$ cat src/rtl/snake_state_engine.sv
// snake_state_engine
// Game-state engine for the player-1 snake on a 40x40 board. It samples the
// direction buttons, moves the snake once every FRAMES_PER_MOVE video frames,
// grows it on the fixed apple, detects wall hits and runs the stage FSM
// (IDLE=0, PLAY=2, OVER=3). Snake 2 is parked: static head, length 0.
//
// Ports
//   iVGA_CLK          in   1    pixel clock, all logic on rising edge
//   iRST_n            in   1    asynchronous active-low reset
//   iVS               in   1    vertical sync, active-low (falling edge = frame tick)
//   iStart            in   1    start/acknowledge button, active-high, async
//   up/down/left/right in  1    direction buttons, active-high, async
//   oSnake_data       out  424  packed state bus read by the VGA controller
//   oMove             out  1    one-cycle pulse when oSnake_data updates from a move
//
// Bus layout: [199:0] dir ring (entry k at [2k+1:2k], 0..49 snake 1, 50..99 snake 2),
// [231:200] head1, [263:232] head2, [295:264] length1, [327:296] length2,
// [359:328] stage, [391:360] head1 ring index (0), [423:392] head2 ring index (50).
module snake_state_engine #(
  parameter int unsigned FRAMES_PER_MOVE = 6,
  parameter int unsigned START_POS       = 820,
  parameter int unsigned START_LEN       = 3,
  parameter int unsigned MAX_LEN         = 49,
  parameter int unsigned APPLE_POS       = 425,
  parameter int unsigned SNAKE2_POS      = 1560
) (
  input  logic         iVGA_CLK,
  input  logic         iRST_n,
  input  logic         iVS,
  input  logic         iStart,
  input  logic         up,
  input  logic         down,
  input  logic         left,
  input  logic         right,
  output logic [423:0] oSnake_data,
  output logic         oMove
);

  typedef enum logic [1:0] {
    S_IDLE = 2'd0,
    S_PLAY = 2'd2,
    S_OVER = 2'd3
  } stage_e;

  // Dir codes double as the ring encoding: step toward the next older segment.
  typedef enum logic [1:0] {
    D_UP    = 2'd0,
    D_RIGHT = 2'd1,
    D_DOWN  = 2'd2,
    D_LEFT  = 2'd3
  } dir_e;

  localparam logic [10:0] START_HEAD = 11'(START_POS);
  localparam logic [5:0]  START_ROW  = 6'(START_POS / 40);
  localparam logic [5:0]  START_COL  = 6'(START_POS % 40);

  // Synchronizers: bit order {iStart, up, down, left, right}.
  logic [4:0]  btn_s1_q, btn_s2_q;
  logic        start_prev_q;
  logic        vs_s1_q, vs_s2_q, vs_prev_q;

  stage_e      stage_q;
  dir_e        cmt_q, pend_q;
  logic [10:0] head_q;
  logic [5:0]  row_q, col_q;
  logic [5:0]  len_q;
  logic [99:0] ring_q;
  logic [7:0]  cnt_q;
  logic        move_pend_q;

  logic        start_rise, vs_fall;
  logic        btn_valid;
  dir_e        btn_dir;
  logic        hit_wall;
  logic [10:0] head_d;
  logic [5:0]  row_d, col_d;

  assign start_rise = btn_s2_q[4] & ~start_prev_q;
  assign vs_fall    = ~vs_s2_q & vs_prev_q;

  // Highest-priority button wins; a reversal of the committed direction is dropped
  // outright rather than falling through to a lower-priority button.
  always_comb begin
    btn_valid = 1'b0;
    btn_dir   = D_RIGHT;
    if (btn_s2_q[3]) begin
      btn_dir = D_UP;    btn_valid = 1'b1;
    end else if (btn_s2_q[2]) begin
      btn_dir = D_DOWN;  btn_valid = 1'b1;
    end else if (btn_s2_q[1]) begin
      btn_dir = D_LEFT;  btn_valid = 1'b1;
    end else if (btn_s2_q[0]) begin
      btn_dir = D_RIGHT; btn_valid = 1'b1;
    end
    if (btn_valid && (btn_dir == dir_e'(cmt_q ^ 2'b10))) btn_valid = 1'b0;
  end

  // Next head uses the pending dir, which becomes committed on the move cycle.
  always_comb begin
    hit_wall = 1'b0;
    head_d   = head_q;
    row_d    = row_q;
    col_d    = col_q;
    case (pend_q)
      D_UP: begin
        hit_wall = (row_q == 6'd0);
        head_d   = head_q - 11'd40;
        row_d    = row_q - 6'd1;
      end
      D_DOWN: begin
        hit_wall = (row_q == 6'd39);
        head_d   = head_q + 11'd40;
        row_d    = row_q + 6'd1;
      end
      D_LEFT: begin
        hit_wall = (col_q == 6'd0);
        head_d   = head_q - 11'd1;
        col_d    = col_q - 6'd1;
      end
      default: begin
        hit_wall = (col_q == 6'd39);
        head_d   = head_q + 11'd1;
        col_d    = col_q + 6'd1;
      end
    endcase
  end

  always_ff @(posedge iVGA_CLK or negedge iRST_n) begin
    if (!iRST_n) begin
      btn_s1_q     <= '0;
      btn_s2_q     <= '0;
      start_prev_q <= 1'b0;
      vs_s1_q      <= 1'b1;
      vs_s2_q      <= 1'b1;
      vs_prev_q    <= 1'b1;
      stage_q      <= S_IDLE;
      cmt_q        <= D_RIGHT;
      pend_q       <= D_RIGHT;
      head_q       <= START_HEAD;
      row_q        <= START_ROW;
      col_q        <= START_COL;
      len_q        <= 6'(START_LEN);
      ring_q       <= '1;
      cnt_q        <= '0;
      move_pend_q  <= 1'b0;
      oMove        <= 1'b0;
    end else begin
      btn_s1_q     <= {iStart, up, down, left, right};
      btn_s2_q     <= btn_s1_q;
      start_prev_q <= btn_s2_q[4];
      vs_s1_q      <= iVS;
      vs_s2_q      <= vs_s1_q;
      vs_prev_q    <= vs_s2_q;
      oMove        <= 1'b0;
      move_pend_q  <= 1'b0;
      case (stage_q)
        S_IDLE: begin
          if (start_rise) begin
            stage_q <= S_PLAY;
            cmt_q   <= D_RIGHT;
            pend_q  <= D_RIGHT;
            head_q  <= START_HEAD;
            row_q   <= START_ROW;
            col_q   <= START_COL;
            len_q   <= 6'(START_LEN);
            ring_q  <= '1;
            cnt_q   <= '0;
          end
        end
        S_PLAY: begin
          if (btn_valid) pend_q <= btn_dir;
          if (vs_fall) begin
            if (cnt_q == 8'(FRAMES_PER_MOVE - 1)) begin
              cnt_q       <= '0;
              move_pend_q <= 1'b1;
            end else begin
              cnt_q <= cnt_q + 8'd1;
            end
          end
          if (move_pend_q) begin
            if (hit_wall) begin
              stage_q <= S_OVER;
            end else begin
              cmt_q  <= pend_q;
              head_q <= head_d;
              row_q  <= row_d;
              col_q  <= col_d;
              // Newest entry points back toward the old head: the reverse of the move.
              ring_q <= {ring_q[97:0], pend_q ^ 2'b10};
              oMove  <= 1'b1;
              if ((head_d == 11'(APPLE_POS)) && (len_q < 6'(MAX_LEN))) len_q <= len_q + 6'd1;
            end
          end
        end
        S_OVER: begin
          if (start_rise) stage_q <= S_IDLE;
        end
        default: stage_q <= S_IDLE;
      endcase
    end
  end

  assign oSnake_data = {32'd50, 32'd0, {30'd0, stage_q}, 32'd0, {26'd0, len_q},
                        32'(SNAKE2_POS), {21'd0, head_q}, 100'd0, ring_q};

endmodule
$ cat config.mk
export PLATFORM = sky130hd
export DESIGN_NAME = snake_state_engine
export DESIGN_NICKNAME = d
export VERILOG_FILES = /design/src/rtl/snake_state_engine.sv
export SDC_FILE = /design/constraint.sdc
export NUM_CORES = 1
export LEC_CHECK = 0
export ABC_AREA = 1
export CAP_MARGIN = 0
export CORE_ASPECT_RATIO = 1.2
export CORE_MARGIN = 5
export CORE_UTILIZATION = 39
export DETAILED_ROUTE_END_ITERATION = 12
export GPL_ROUTABILITY_DRIVEN = 0
export PLACE_DENSITY = 0.79
export SYNTH_ARGS = -nofsm -noshare
export SYNTH_HDL_FRONTEND = slang
export SYNTH_SLANG_ARGS = --single-unit
$ cat constraint.sdc
create_clock -name iVGA_CLK -period 2.35 [get_ports iVGA_CLK]
set_input_delay 0.5875 -clock iVGA_CLK [delete_from_list [all_inputs] [get_ports iVGA_CLK]]
set_output_delay 0.5875 -clock iVGA_CLK [all_outputs]
set_load 0.02 [all_outputs]
==> qor.txt <==
Placed Area = 11100 sq um
Max-cap violations = 0
Post-synth EDFFs = 0
Setup CP Type = flip-flop to flip-flop
Area contributors post-synth = dfstp_2 (30%), buf_4 (23%), dfrtp_1 (11%), a22oi_1 (6.0%), inv_1 (5.9%)
PD cells = 1600 nW/um^2
Netlist Area Pre-Place = 10200 sq um
number of distinct library cells after synthesis = 44
critical path depth = 18
most frequent cell after synthesis = buf_4
vias in the first global route = 7849
Reg2Reg Depth = 18
Async S/R FF share, synth = 100%
failing checks = setup timing
endpoints failing hold = 0
crit path DAT = 2.92 ns
worst slew pin tran = 0.561 ns
R2R Path Start = pend_q[0]
Layout Skew = 0.0113 ns
final period utilization = 111%
fin. max-slew vios = 0
Worst Setup Start Kind = flip-flop
reg2reg end = len_q[3]
Post-route DRC = 0
worst path required time = 2.67 ns
Yosys reg bits = 158
min cycle time layout = 2.61 ns
die width = 157 um
most area-hungry cell type in the Yosys netlist = dfstp_2
Final nets = 1421
crit path cell chain = ha_4 -> buf_12 -> buf_8 -> nand2_2 -> nand2_4 -> nand2_2 -> nand2_2 -> inv_2 -> nand3_1 -> nand3_1 -> o21ai_1 -> nand2_1 -> nor2_2 -> nand4_4 -> nand2_4 -> nand2_4 -> nand2_1 -> nand2_1
CP top delay family = simple AND/OR/NAND/NOR gates
synth warn = 0
prevailing post-synth register cell = dfstp_2
Bufs and invs on worst path = 3
final instance area = 13800 sq um
met1 Track Usage GR = 18.9%
Vert. Die Dim = 187 um
Setup WS post-layout = -0.255 ns
Worst slew margin = 62.2%
CTS Root Cell = clkbuf_16
Hold Crit Class = primary input to asynchronous set/reset pin
synth-to-layout area growth = 35.5%
CP endpoint kind = flip-flop
FP Rows = 64
register area share after synthesis = 40.3%
layout cells sized above 1 = 35.8%
Vias per Instance = 4.76
HPWL after detailed placement = 17.9 mm
Syn Area/Cell = 8.80 sq um
TritonCTS clock tree = built
Avg WL per Cell = 17.7 um
worst-case clock buffer depth = 2
largest net degree at the start of global routing = 48
DR vias = 8248
Port Buf Inserts = 127
initial core utilization = 39.7%
total wire length = 30.7 mm
initial antenna violation count = 0
Crit Path Max Fanout = 7
Core Footprint = 25600 sq um
DR iter-0 viols = 536
Cells after Synth = 1155
RSZ-0062 raised after global routing = yes
CTS H-tree lvls = 4
gr busiest metal = met2
clk_lat worst skew = 0.44 ns
most frequent cells after synthesis = buf_4 (310), inv_1 (160), nand2_1 (131)
Ports = 433
peak supply drop = 0.936 mV
Synth top area share = 29.7%
cts bufs inserted = 17
CP max-delay cell = dfstp_2
status = finished, violations left
first-pass GRT wire length = 41.1 mm
met3 GRT Util = 5.55%
die area = 29400 sq um
Setup violations, final = 131
largest stage delay on the critical path = 0.58 ns
Hold Slack = 0.0549 ns
ANT nets after route = 0
fmax = 0.384 GHz
Diodes inserted = 0
post-layout util = 53.7%
gr usage total = 17.3%
router iterations before antenna repair = 7
FF-to-FF setup slack = -0.26 ns
clock sink total = 158
Place WS = -0.234 ns
CTS Hold Bufs = 0
met2 usage in global routing = 30.8%
P_leak = 6.84 nW
CTS clk-pin slew, worst paths = 0.07 ns
grt ovf = 0
[cell families (layout without fill, tap and decap cells)]
| logic type | after synthesis | after routing | share of synthesized area [%] |
|---|---|---|---|
| XOR/XNOR | 17 | 17 | 1.46 |
| buffers and inverters | 506 | 452 | 30.7 |
| other | 2 | 305 | 0.0739 |
| AO/OA/AOI/OAI | 186 | 186 | 13.1 |
| adder cells (fa/ha/maj) | 22 | 22 | 2.86 |
| flip-flops | 158 | 158 | 40.3 |
| AND/OR/NAND/NOR | 264 | 264 | 11.5 |
[worst reg2reg max path: cells and delay by family (launching register included)]
family	cells	cell delay, ns
fa+ha+maj	1	0.22
simple gates	13	1.24
buf+inv	3	0.32
flops	1	0.58
compound gates	1	0.15
[worst max-delay path by stage]
| stage | slack, ns | end | from |
|---|---|---|---|
| final | -0.26 | len_q[3] | pend_q[0] |
| after global routing | -0.35 | len_q[4] | pend_q[0] |
| after detailed placement | -0.23 | len_q[3] | pend_q[0] |
| after CTS | -0.09 | len_q[3] | pend_q[1] |
| after floorplan | -0.13 | len_q[2] | pend_q[0] |
| after global placement | -0.21 | len_q[2] | pend_q[1] |
[power breakdown]
part | switching, mW | internal [mW] | total [mW]
logic | 7.67 | 6.50 | 14.2
registers | 0.847 | 4.20 | 5.04
clock network | 1.18 | 1.66 | 2.84
[layout make-up]
cell class	instances	area [sq um]
repair buffers	250	2980
fillers	2015	11900
clock buffers	21	470
inverters	170	658
flip-flops and latches	158	4100
well taps	330	413
multi-input cells	794	5020
clock inverters	11	133
[repair_timing]
action / in CTS / in global routing
resized for setup: 132 / 149
gates cloned: 4 / 22
pin swaps: 63 / 97
endpoints found under the setup margin: 125 / 131
buffers inserted: 22 / 12
[cell usage in the layout, fill, tap and decap left out, types with 8 or more instances in the layout]
master             n
dfstp_2          115
o21ai_0           10
a21oi_1           22
ha_1              11
a22oi_2          100
clkbuf_16         35
nor2_2             8
dfrtp_1           41
nor2_4             9
conb_1           305
ha_4               8
buf_6             17
nor2_1            37
o21ai_1           10
nand4_1            8
buf_16            10
nand3_1           34
nand2_1           99
nand3_2           10
clkdlybuf4s50_1  125
nand2_2           25
o21ai_2            8
inv_1            151
buf_8              8
nand2_4           12
buf_12            12
buf_4             59
inv_2             15
xnor2_1           11
a21oi_2           11
[flip-flops by register name, summed over array words and instances (netlist names), 2 cells and up]
| name | flops |
|---|---|
| cnt_q | 8 |
| stage_q | 2 |
| col_q | 6 |
| btn_s1_q | 5 |
| pend_q | 2 |
| len_q | 6 |
| row_q | 6 |
| btn_s2_q | 5 |
| cmt_q | 2 |
| head_q | 11 |
| ring_q | 99 |
[through the flow]
| step | power (mW) | instances | TNS (ns) |
|---|---|---|---|
| CTS | 19.1 | 1703 | -1.28 |
| finish | 22.0 | 1734 | -15.52 |
| floorplan | 11.1 | 1458 | -0.658 |
| global route | 23.1 | 1734 | -26.53 |
| global placement | 14.2 | 1645 | -16.04 |
| detailed placement | 14.4 | 1645 | -20.52 |
[per-layer routing]
metal / wire length, um / vias up
li1: - / 3597
met1: 10300 / 4030
met2: 16000 / 511
met3: 2940 / 110
met4: 1410 / 0
met5: 0 / -
No activity file was read; power rests on OpenSTA's default activity.
